<file path="src/rtl/apb4_eg_pkg.sv">
// Shared types and constants for the APB4 example initiator.
package apb4_eg_pkg;

    typedef enum logic [1:0] {
        ST_IDLE,
        ST_SETUP,
        ST_ACCESS,
        ST_RESP
    } state_t;

    localparam logic [2:0] PPROT_PRIV  = 3'b001;
    localparam logic [2:0] PPROT_NSEC  = 3'b010;
    localparam logic [2:0] PPROT_INSTR = 3'b100;

    typedef struct packed {
        logic [31:0] rdata;
        logic        err;
        logic        timeout;
    } rsp_t;

    localparam rsp_t RSP_DEFAULT = '0;

endpackage

</file>
<file path="src/rtl/apb4_eg_timeout_ctr.sv">
// ACCESS-phase wait counter; expired flags the last allowed ACCESS cycle.
module apb4_eg_timeout_ctr #(
    parameter int TIMEOUT = 16
) (
    input  logic pclk,
    input  logic preset,
    input  logic clr,
    input  logic en,
    output logic expired
);

    localparam int W = (TIMEOUT > 0) ? $clog2(TIMEOUT + 1) : 1;
    localparam logic [W-1:0] LAST = W'((TIMEOUT > 0) ? TIMEOUT - 1 : 0);

    logic [W-1:0] count;

    always_ff @(posedge pclk) begin
        if (preset || clr) begin
            count <= '0;
        end else if (en && count != '1) begin
            count <= count + 1'b1;
        end
    end

    assign expired = (TIMEOUT != 0) && (count == LAST);

endmodule

</file>
<file path="src/rtl/apb4_eg_master.sv">
// APB4 initiator: one valid/ready command becomes one SETUP/ACCESS transfer.
module apb4_eg_master
    import apb4_eg_pkg::*;
#(
    parameter int ADDRWIDTH = 12,
    parameter int TIMEOUT   = 16
) (
    input  logic                 pclk,
    input  logic                 preset,
    input  logic                 cmd_valid,
    output logic                 cmd_ready,
    input  logic                 cmd_write,
    input  logic [ADDRWIDTH-1:0] cmd_addr,
    input  logic [31:0]          cmd_wdata,
    input  logic [3:0]           cmd_strb,
    input  logic [2:0]           cmd_prot,
    output logic                 rsp_valid,
    input  logic                 rsp_ready,
    output logic [31:0]          rsp_rdata,
    output logic                 rsp_err,
    output logic                 rsp_timeout,
    output logic [ADDRWIDTH-1:0] paddr,
    output logic                 psel,
    output logic                 penable,
    output logic                 pwrite,
    output logic [31:0]          pwdata,
    output logic [3:0]           pstrb,
    output logic [2:0]           pprot,
    input  logic [31:0]          prdata,
    input  logic                 pready,
    input  logic                 pslverr
);

    state_t state;
    logic   accept;
    logic   tmo_expired;

    assign accept = (state == ST_IDLE) && cmd_valid && cmd_ready;

    apb4_eg_timeout_ctr #(
        .TIMEOUT(TIMEOUT)
    ) u_tmo (
        .pclk    (pclk),
        .preset  (preset),
        .clr     (accept),
        .en      ((state == ST_ACCESS) && !pready),
        .expired (tmo_expired)
    );

    always_ff @(posedge pclk) begin
        if (preset) begin
            state     <= ST_IDLE;
            cmd_ready <= 1'b1;
            psel      <= 1'b0;
            penable   <= 1'b0;
            paddr     <= '0;
            pwrite    <= 1'b0;
            pwdata    <= '0;
            pstrb     <= '0;
            pprot     <= '0;
            rsp_valid <= 1'b0;
            {rsp_rdata, rsp_err, rsp_timeout} <= RSP_DEFAULT;
        end else begin
            case (state)
                ST_IDLE: begin
                    if (accept) begin
                        paddr     <= cmd_addr;
                        pwrite    <= cmd_write;
                        pwdata    <= cmd_write ? cmd_wdata : '0;
                        pstrb     <= cmd_write ? cmd_strb : '0;
                        pprot     <= cmd_prot;
                        psel      <= 1'b1;
                        cmd_ready <= 1'b0;
                        state     <= ST_SETUP;
                    end
                end
                ST_SETUP: begin
                    penable <= 1'b1;
                    state   <= ST_ACCESS;
                end
                ST_ACCESS: begin
                    // pready takes priority over an expiring timeout on the same cycle
                    if (pready) begin
                        psel        <= 1'b0;
                        penable     <= 1'b0;
                        rsp_valid   <= 1'b1;
                        rsp_err     <= pslverr;
                        rsp_timeout <= 1'b0;
                        rsp_rdata   <= (!pwrite && !pslverr) ? prdata : '0;
                        state       <= ST_RESP;
                    end else if (tmo_expired) begin
                        psel        <= 1'b0;
                        penable     <= 1'b0;
                        rsp_valid   <= 1'b1;
                        rsp_err     <= 1'b1;
                        rsp_timeout <= 1'b1;
                        rsp_rdata   <= '0;
                        state       <= ST_RESP;
                    end
                end
                ST_RESP: begin
                    if (rsp_ready) begin
                        rsp_valid <= 1'b0;
                        cmd_ready <= 1'b1;
                        state     <= ST_IDLE;
                    end
                end
                default: state <= ST_IDLE;
            endcase
        end
    end

endmodule

</file>
<file path="config.mk">
export PLATFORM = sky130hd
export DESIGN_NAME = apb4_eg_master
export DESIGN_NICKNAME = d
export VERILOG_FILES = /design/src/rtl/apb4_eg_pkg.sv /design/src/rtl/apb4_eg_timeout_ctr.sv /design/src/rtl/apb4_eg_master.sv
export SDC_FILE = /design/constraint.sdc
export NUM_CORES = 1
export LEC_CHECK = 0
export CORE_AREA = 5 5 89 91
export CTS_CLUSTER_DIAMETER = 100
export DETAILED_ROUTE_END_ITERATION = 6
export DIE_AREA = 0 0 94 96
export DONT_BUFFER_PORTS = 1
export GPL_TIMING_DRIVEN = 0
export PLACE_DENSITY_LB_ADDON = 0.15
export SLEW_MARGIN = 5
export SYNTH_ARGS = -nofsm -noshare
export SYNTH_HDL_FRONTEND = slang
export SYNTH_SLANG_ARGS = --single-unit
export TNS_END_PERCENT = 50
</file>
<file path="constraint.sdc">
create_clock -name pclk -period 2.5 [get_ports pclk]
set_clock_uncertainty 0.1 [all_clocks]
set_input_delay 0.5 -clock pclk [delete_from_list [all_inputs] [get_ports pclk]]
set_output_delay 0.5 -clock pclk [all_outputs]
set_load 0.005 [all_outputs]
</file>
# Word level (Yosys, flattened, before mapping)
# Index checks and enable logic that the tools add are counted.
totals:
  word_cells: 69
  latch_bits: 0
  out_inout_bits: 90
  ram_bits: 0
  mem_bits_ro: 0
  memories: 0
  input_bits: 90
  reg_bits: 97
classes:
  n_div: 0
  add_sub_neg: 1
  eq_ne: 8
  n_mux: 24
  n_mul: 0
  bitwise: 0
  n_reduce_logical: 22
  n_shift: 0
  magnitude_cmp: 0
ops:
  columns: ["cell", "n"]
  rows:
  - ["$mux 32", 4]
  - ["$reduce_and 3->1", 4]
  - ["$mux 1", 10]
  - ["$reduce_bool 2->1", 5]
  - ["$mux 2", 4]
  - ["$pmux 1 s2", 4]
  - ["$pmux 2 s4", 1]
  - ["$reduce_and 2->1", 3]
  - ["$add 5x1->5 const B", 1]
  - ["$eq 5x4->1 const B", 1]
  - ["$logic_and 1x1->1", 5]
  - ["$ne 5x5->1 const B", 1]
  - ["$eq 2x2->1 const B", 2]
  - ["$mux 4", 1]
  - ["$logic_not 1->1", 3]
  - ["$ne 3x3->1 const B", 1]
  - ["$eq 2x1->1 const B", 1]
  - ["$logic_not 2->1", 1]
  - ["$ne 2x1->1 const B", 1]
  - ["$ne 2x2->1 const B", 1]
  - ["$logic_or 1x1->1", 1]

# Logic depth before layout (Yosys ltp)
# Gate-level depths: netlist of the first run.
depth:
  ltp_word: 5
  depth_mapped: 8
  mapped_depth_nobuf: 6

# By module
# From an unflattened synthesis of the first run, not the netlist that was laid out.
hier_totals:
  hier_cells: 374
  area_unflattened_um2: 3520.9
by_module_without_submodules:
  columns: ["module", "cells_per_inst", "area_per_inst_um2", "n_inst", "seq_area_each_um2"]
  rows:
  - ["apb4_eg_master", 347, 3266.9, 1, 1841.8]
  - ["apb4_eg_timeout_ctr", 27, 254.0, 1, 100.1]

# Least setup slack after synthesis of the first run
# No wires, ideal clock.
synth_path:
  path_kind: "reg2reg"
  from: "reg u_tmo.count[0]"
  to: "reg u_tmo.count[3]"
  slack_ns: 0.597
  t_arrival_ns: 1.733
  stages_incl_launch_ff: 7
  n_path_buf: 0
  setup_time_ns: 0.070
  required_ns: 2.330
  cell_sequence: "dfxtp_1 > ha_1 > and3_1 > ha_1 > or3b_1 > or3_1 > a21oi_1"
synth_via:
  elab_chain_len: 2
  elab_cells_between_ends: 3
synth_rtl:
  columns: ["element", "line", "text"]
  rows:
  - ["start: declaration", "apb4_eg_timeout_ctr.sv:15", "logic [W-1:0] count;"]
  - ["start signal: assignment", "apb4_eg_timeout_ctr.sv:21", "count <= count + 1'b1;"]
  - ["parallel branches: the longest is 2 deep, another holds $add 5x1->5", null, null]
# Several ways; the timed one is not identified.
# A chain may end at the register's enable or synchronous reset.

# Worst setup path after layout of the first run
layout_path:
  from: "reg u_tmo.count[0]"
  to: "reg rsp_rdata[4]"
layout_via:
  elab_chain_len: 3
layout_rtl:
  columns: ["element", "line", "text"]
  rows:
  - ["$eq 5x4->1", "apb4_eg_timeout_ctr.sv:25", "assign expired = (TIMEOUT != 0) && (count == LAST);"]
  - ["$reduce_bool 2->1 (no source line)", null, null]
  - ["$reduce_and 2->1 (no source line)", null, null]
  - ["end signal: assignment", "apb4_eg_master.sv:89", "rsp_rdata <= (!pwrite && !pslverr) ? prdata : '0;"]
  - ["end: declaration", "apb4_eg_master.sv:19", "output logic [31:0] rsp_rdata,"]
# Every way passes these cells.

==> results of run 1 <==
-- final cells by class --
type | instances | area (µm²)
Sequential cell | 97 | 1942
Tap cell | 99 | 123.9
Buffer | 25 | 151.4
Multi-Input combinational cell | 205 | 1277
Clock inverter | 5 | 62.56
Inverter | 5 | 18.77
Clock buffer | 11 | 141.4
Fill cell | 690 | 3342
-- Yosys cell counts --
master / number
nor3_1: 1
buf_4: 1
or3_1: 1
nor2_1: 38
mux2i_1: 1
dfxtp_1: 97
and4bb_2: 1
o21ai_0: 5
nor3b_1: 2
and3_1: 3
nor4bb_1: 1
nand2b_1: 1
nand3b_1: 1
o21ai_1: 1
nand3_1: 2
clkbuf_1: 11
inv_1: 5
buf_2: 7
a22o_1: 36
nor2b_1: 1
or3b_1: 1
nor2_2: 1
ha_1: 7
o211a_1: 1
a21o_1: 1
a22oi_1: 32
and2b_1: 1
o21a_1: 1
o221a_2: 1
a211oi_1: 2
nand2_1: 37
a21boi_0: 1
xnor2_1: 2
a21oi_1: 21
or4_1: 1
buf_6: 6
-- state kept, by name, indices dropped and copies added (netlist names) --
| register | flops |
|---|---|
| pwdata | 32 |
| penable | 1 |
| rsp_err | 1 |
| pstrb | 4 |
| state | 2 |
| pprot | 3 |
| pwrite | 1 |
| rsp_timeout | 1 |
| u_tmo.count | 5 |
| cmd_ready | 1 |
| rsp_rdata | 32 |
| psel | 1 |
| rsp_valid | 1 |
| paddr | 12 |
-- kinds of logic after synthesis --
family / share of synthesized area
AO/OA/AOI/OAI: 0.2214
flip-flops: 0.5735
AND/OR/NAND/NOR: 0.1208
buffers and inverters: 0.05026
adder cells (fa/ha/maj): 0.02587
XOR/XNOR: 0.005175
multiplexers: 0.002957
-- metrics by stage --
| step | hold slack, ns | util |
|---|---|---|
| finish | 0.1756 | 0.5266 |
| global route | 0.1528 | 0.5266 |
| CTS | 0.1638 | 0.5261 |
| detailed placement | 0.3736 | 0.4972 |
| global placement | 0.3657 | 0.4972 |
| floorplan | 0.3527 | - |
-- power by group --
part	internal, mW	switching (mW)
Combinational	0.269	0.364
Clock	0.496	0.525
Sequential	1.71	0.142
Total	2.48	1.03
-- final timing paths --
check,end,slack [ns]
min,pwdata[14],0.18
min reg2reg,paddr[2],0.38
max reg2reg,rsp_rdata[4],0.41
max,rsp_rdata[4],0.41
-- routing by layer --
metal	track usage	vias up	wire [µm]
li1	-	1205	-
met1	0.2040	1142	3198
met2	0.2797	108	3985
met3	0.08288	14	854
met4	0.07220	0	157
met5	0	-	0
==> impl_metrics.ini, run 1 <==
[sta]
finalMaxSlewViolations = 0
rsz0062_at_grt = no
min_period_ns = 2.094
fin_tns_setup_ns = 0
hold_violations = 0
max_slew_margin = 0.6499
period_share = 0.8377
max_freq_mhz = 477.5
setup_viol = 0
postLayoutSetupSlackWorst_ns = 0.4058
worst_pin_slew_ns = 0.5240

[global_routing]
grt_pass1_vias = 2487
grt_use_total = 0.1756
grt_max_degree = 17
antenna_found_initial = 0
grt_pass1_wl_um = 12290
overflow = 0

[setup_path]
path_cells = ha_1 > and3_1 > ha_1 > o21ai_2 > clkbuf_1 > a22oi_1 > nor2_1
path_class = flip-flop to flip-flop
worstPathRequired_ns = 2.68
r2r_cells = 7
critPathSlowestCell = clkbuf_1
cp_common_cell = ha_1
critPathCaptureType = flip-flop
r2r_start = u_tmo.count[0]
startpoint_type = flip-flop
crit_fanout = 10
worst-path-stages = 7
path_buf_inv = 1
cpPeakStageDelay_ns = 0.41
crit_family = adder cells
arrival_ns = 2.28
critical_path.startpoint = u_tmo.count[0]

[clock_network]
clock_path_buffers = 2
cts_buffers = 9
clkSlewWorstSetupHoldPaths_ns = 0.09
cts.repair.resized = 0
ctsHoldBuffers = 0
clock-sinks = 97
cts_tree = done
clock_latency_ns = 0.34
h-tree-depth = 3
cts_setup_buffers = 0
clock-root-buffer = clkbuf_8

[floorplan]
fp.dieW_um = 94
fp.coreArea_mm2 = 0.007059
row_count = 31
die_h_um = 96
start_util = 0.4796
die-area_mm2 = 0.009024
io_pins = 180

[route]
dr_total_vias = 2469
viasPerCell = 5.523
drc_errors = 0
first_iter_violations = 139
drtAntennaViolNets = 0
drt_wl_total_um = 8195
post_drt_wl_per_cell_um = 18.33
first_pass_iters = 5

[run_status]
status = completed

[placed_design]
dpl-instance-area_mm2 = 0.003510
dp.cells = 431
io_buffers = 0
place_congestion = 0.7781
post-dp-hpwl_um = 6222
dp_slack_ns = 0.2511

[pwr]
finalPower_mw = 3.506
leakage_nw = 1.415
powerDensity_mw_per_mm2 = 943.2
vdd_drop_max_uv = 402.5

[cells_and_area]
final_cell_area_mm2 = 0.003717
area_delta_synth_final_pct = 9.793
diodes = 0
layout.nets = 440
layout_common_cells = dfxtp_1 (97), nor2_1 (38), nand2_1 (37), a22o_1 (36), a22oi_1 (32)
finalNonFillerCells = 447
final_common_cell = dfxtp_1
drive_above_1_share = 0.09483

[synth]
yosysSeqAreaShare = 0.5735
synth.distinct_cells = 36
synth_seq_cells = 97
netlist_area_mm2 = 0.003386
synth_area_leaders = dfxtp_1 (57%), a22o_1 (9.3%), a22oi_1 (7.1%)
synth_top_cell_area_share = 0.5735
synthCells = 332
synth_top_cell_by_area = dfxtp_1
ys_warn_count = 0
syn_avg_cell_area_um2 = 10.20
synth_nets = 429

[worst_hold_path]
holdCritStartpoint = cmd_wdata[14]
hold_depth = 1
hold_class = input port to flip-flop

[flow_run]
maxCapViolCount = 0
Power figures use the tool's default switching activity.
==> inputs of run 2 (changes only) <==
==> constraint.sdc (replaced) <==
create_clock -name pclk -period 2.2 [get_ports pclk]
set_clock_uncertainty 0.1 [all_clocks]
set_input_delay 0.44 -clock pclk [delete_from_list [all_inputs] [get_ports pclk]]
set_output_delay 0.44 -clock pclk [all_outputs]
set_load 0.005 [all_outputs]
==> run 2 against run 1 <==
Non-clock buffer count did not move. Via count fell by 0.93%. Register-to-register slack got worse by 0.24 ns. Worst setup slack got worse by 0.24 ns. Sequential share of layout area fell by 0.053 points. Total power rose by 14%. Sequential power rose by 14%. Critical path depth fell by 1. Die area did not move. Cell count did not move. Count of clock-buffer cells in the layout did not move. Clock power rose by 14%. Critical path type unchanged.
==> impl_metrics.ini, run 2 (synthesis gave the netlist of run 1 again) <==
[sta]
whs_ns = 0.1157
max_slew_margin = 0.6496
max_freq_mhz = 492.6
postLayoutSetupSlackWorst_ns = 0.1700
finalMaxSlewViolations = 0
fin_tns_setup_ns = 0
setup_viol = 0
min_period_ns = 2.030
period_share = 0.9227
hold_violations = 0
rsz0062_at_grt = no
worst_pin_slew_ns = 0.5245

[setup_path]
critPathCaptureType = flip-flop
cpPeakStageDelay_ns = 0.39
crit_family = simple AND/OR/NAND/NOR gates
r2r_end = u_tmo.count[3]
path_buf_inv = 0
cp-endpoint = u_tmo.count[3]
worstPathRequired_ns = 2.38
critPathSlowestCell = or3b_1
path_class = flip-flop to flip-flop
path_cells = ha_1 > and3_1 > ha_1 > or3b_1 > or3_1 > a21oi_1
startpoint_type = flip-flop
r2r_start = u_tmo.count[0]
crit_fanout = 3
worst-path-stages = 6
cp_common_cell = ha_1
critical_path.startpoint = u_tmo.count[0]
r2r_setup_slack_ns = 0.17
arrival_ns = 2.21
r2r_cells = 6

[floorplan]
fp.coreArea_mm2 = 0.007059
die_h_um = 96
fp.dieW_um = 94
row_count = 31
start_util = 0.4796
die-area_mm2 = 0.009024
io_pins = 180

[cells_and_area]
drive_above_1_share = 0.1034
layout_common_cells = dfxtp_1 (97), nor2_1 (38), nand2_1 (37), a22o_1 (36), a22oi_1 (32)
area_delta_synth_final_pct = 9.904
layout.nets = 440
reg_top3 = pwdata x32, rsp_rdata x32, paddr x12
nFillCells = 690
diodes = 0
finalNonFillerCells = 447
final_common_cell = dfxtp_1

[route]
viasPerCell = 5.472
drtAntennaViolNets = 0
first_pass_iters = 4
post_drt_wl_per_cell_um = 18.32
first_iter_violations = 151
drt_wl_total_um = 8191
drc_errors = 0
dr_total_vias = 2446

[clock_network]
clock_latency_ns = 0.34
h-tree-depth = 3
ctsHoldBuffers = 0
clock_path_buffers = 2
clkSlewWorstSetupHoldPaths_ns = 0.09
clock-root-buffer = clkbuf_8
clock-sinks = 97
cts_tree = done
cts_buffers = 9

[placed_design]
io_buffers = 0
place_congestion = 0.7781
dp.cells = 431
dp_slack_ns = -0.04891
post-dp-hpwl_um = 6222

[pwr]
vdd_drop_max_uv = 457.9
powerDensity_mw_per_mm2 = 1071
leakage_nw = 1.423

[global_routing]
antenna_found_initial = 0
grt_pass1_vias = 2488
grt_pass1_wl_um = 12290
grt_use_total = 0.1756
grt_max_degree = 17
overflow = 0

[worst_hold_path]
hold_class = input port to flip-flop

[flow_run]
maxCapViolCount = 0

[run_status]
status = completed
==> run 2: final cells by class <==
cell class                 count  area, µm²  area share
clock buffer                  11      141.4     0.03800
multi-input combinational    205       1277      0.3433
buffer                        25      155.1     0.04169
sequential                    97       1942      0.5219
inverter                       5      18.77    0.005044
clock inverter                 5      62.56     0.01681
tap                           99      123.9     0.03329
==> run 2: worst min-delay path by stage <==
stage            endpoint          start  cells after the start  slack (ns)
6_report       pwdata[14]  cmd_wdata[14]                      1        0.12
2_1_floorplan    paddr[0]       paddr[0]                      2        0.35
3_5_place_dp     paddr[2]       paddr[2]                      2        0.37
5_1_grt        pwdata[12]  cmd_wdata[12]                      1        0.09
4_1_cts        pwdata[19]  cmd_wdata[19]                      1        0.10
3_3_place_gp     paddr[1]       paddr[1]                      2        0.37
==> run 2: timing repair <==
item / 4_1_cts / 5_1_grt
pin swaps: 0 / 0
resized for setup: 2 / 4
gates cloned: 0 / 0
endpoints found under the setup margin: 24 / 18
buffers inserted: 0 / 0
endpoints found under the hold margin: 0 / 0
==> run 2: layer usage <==
layer / global-route usage / wire length (µm) / up-vias
met5: 0 / 0 / -
met4: 0.07220 / 130 / 0
met3: 0.08288 / 865 / 11
met2: 0.2797 / 3972 / 111
met1: 0.2040 / 3221 / 1120
li1: - / - / 1204
==> run 2: per-stage QoR <==
stage          instance area (µm²)    util  power [mW]
6_report                      3721  0.5271       3.986
5_1_grt                       3721  0.5271       4.231
4_1_cts                       3719  0.5268       4.026
3_5_place_dp                  3510  0.4972       2.875
3_3_place_gp                  3510  0.4972       2.852
2_1_floorplan                 3386       -       2.680
==> run 2: report_power, final <==
group / total, mW / switching [mW] / internal [mW]
Combinational: 0.721 / 0.413 / 0.308
Sequential: 2.11 / 0.162 / 1.94
Clock: 1.16 / 0.596 / 0.563
Total: 3.99 / 1.17 / 2.82
==> run 2: worst register-to-register path, cell delays in order (launching register included) <==
cell and delay [ns]:
dfxtp_1 0.34, ha_1 0.21, and3_1 0.20, ha_1 0.23
or3b_1 0.39, or3_1 0.35, a21oi_1 0.14
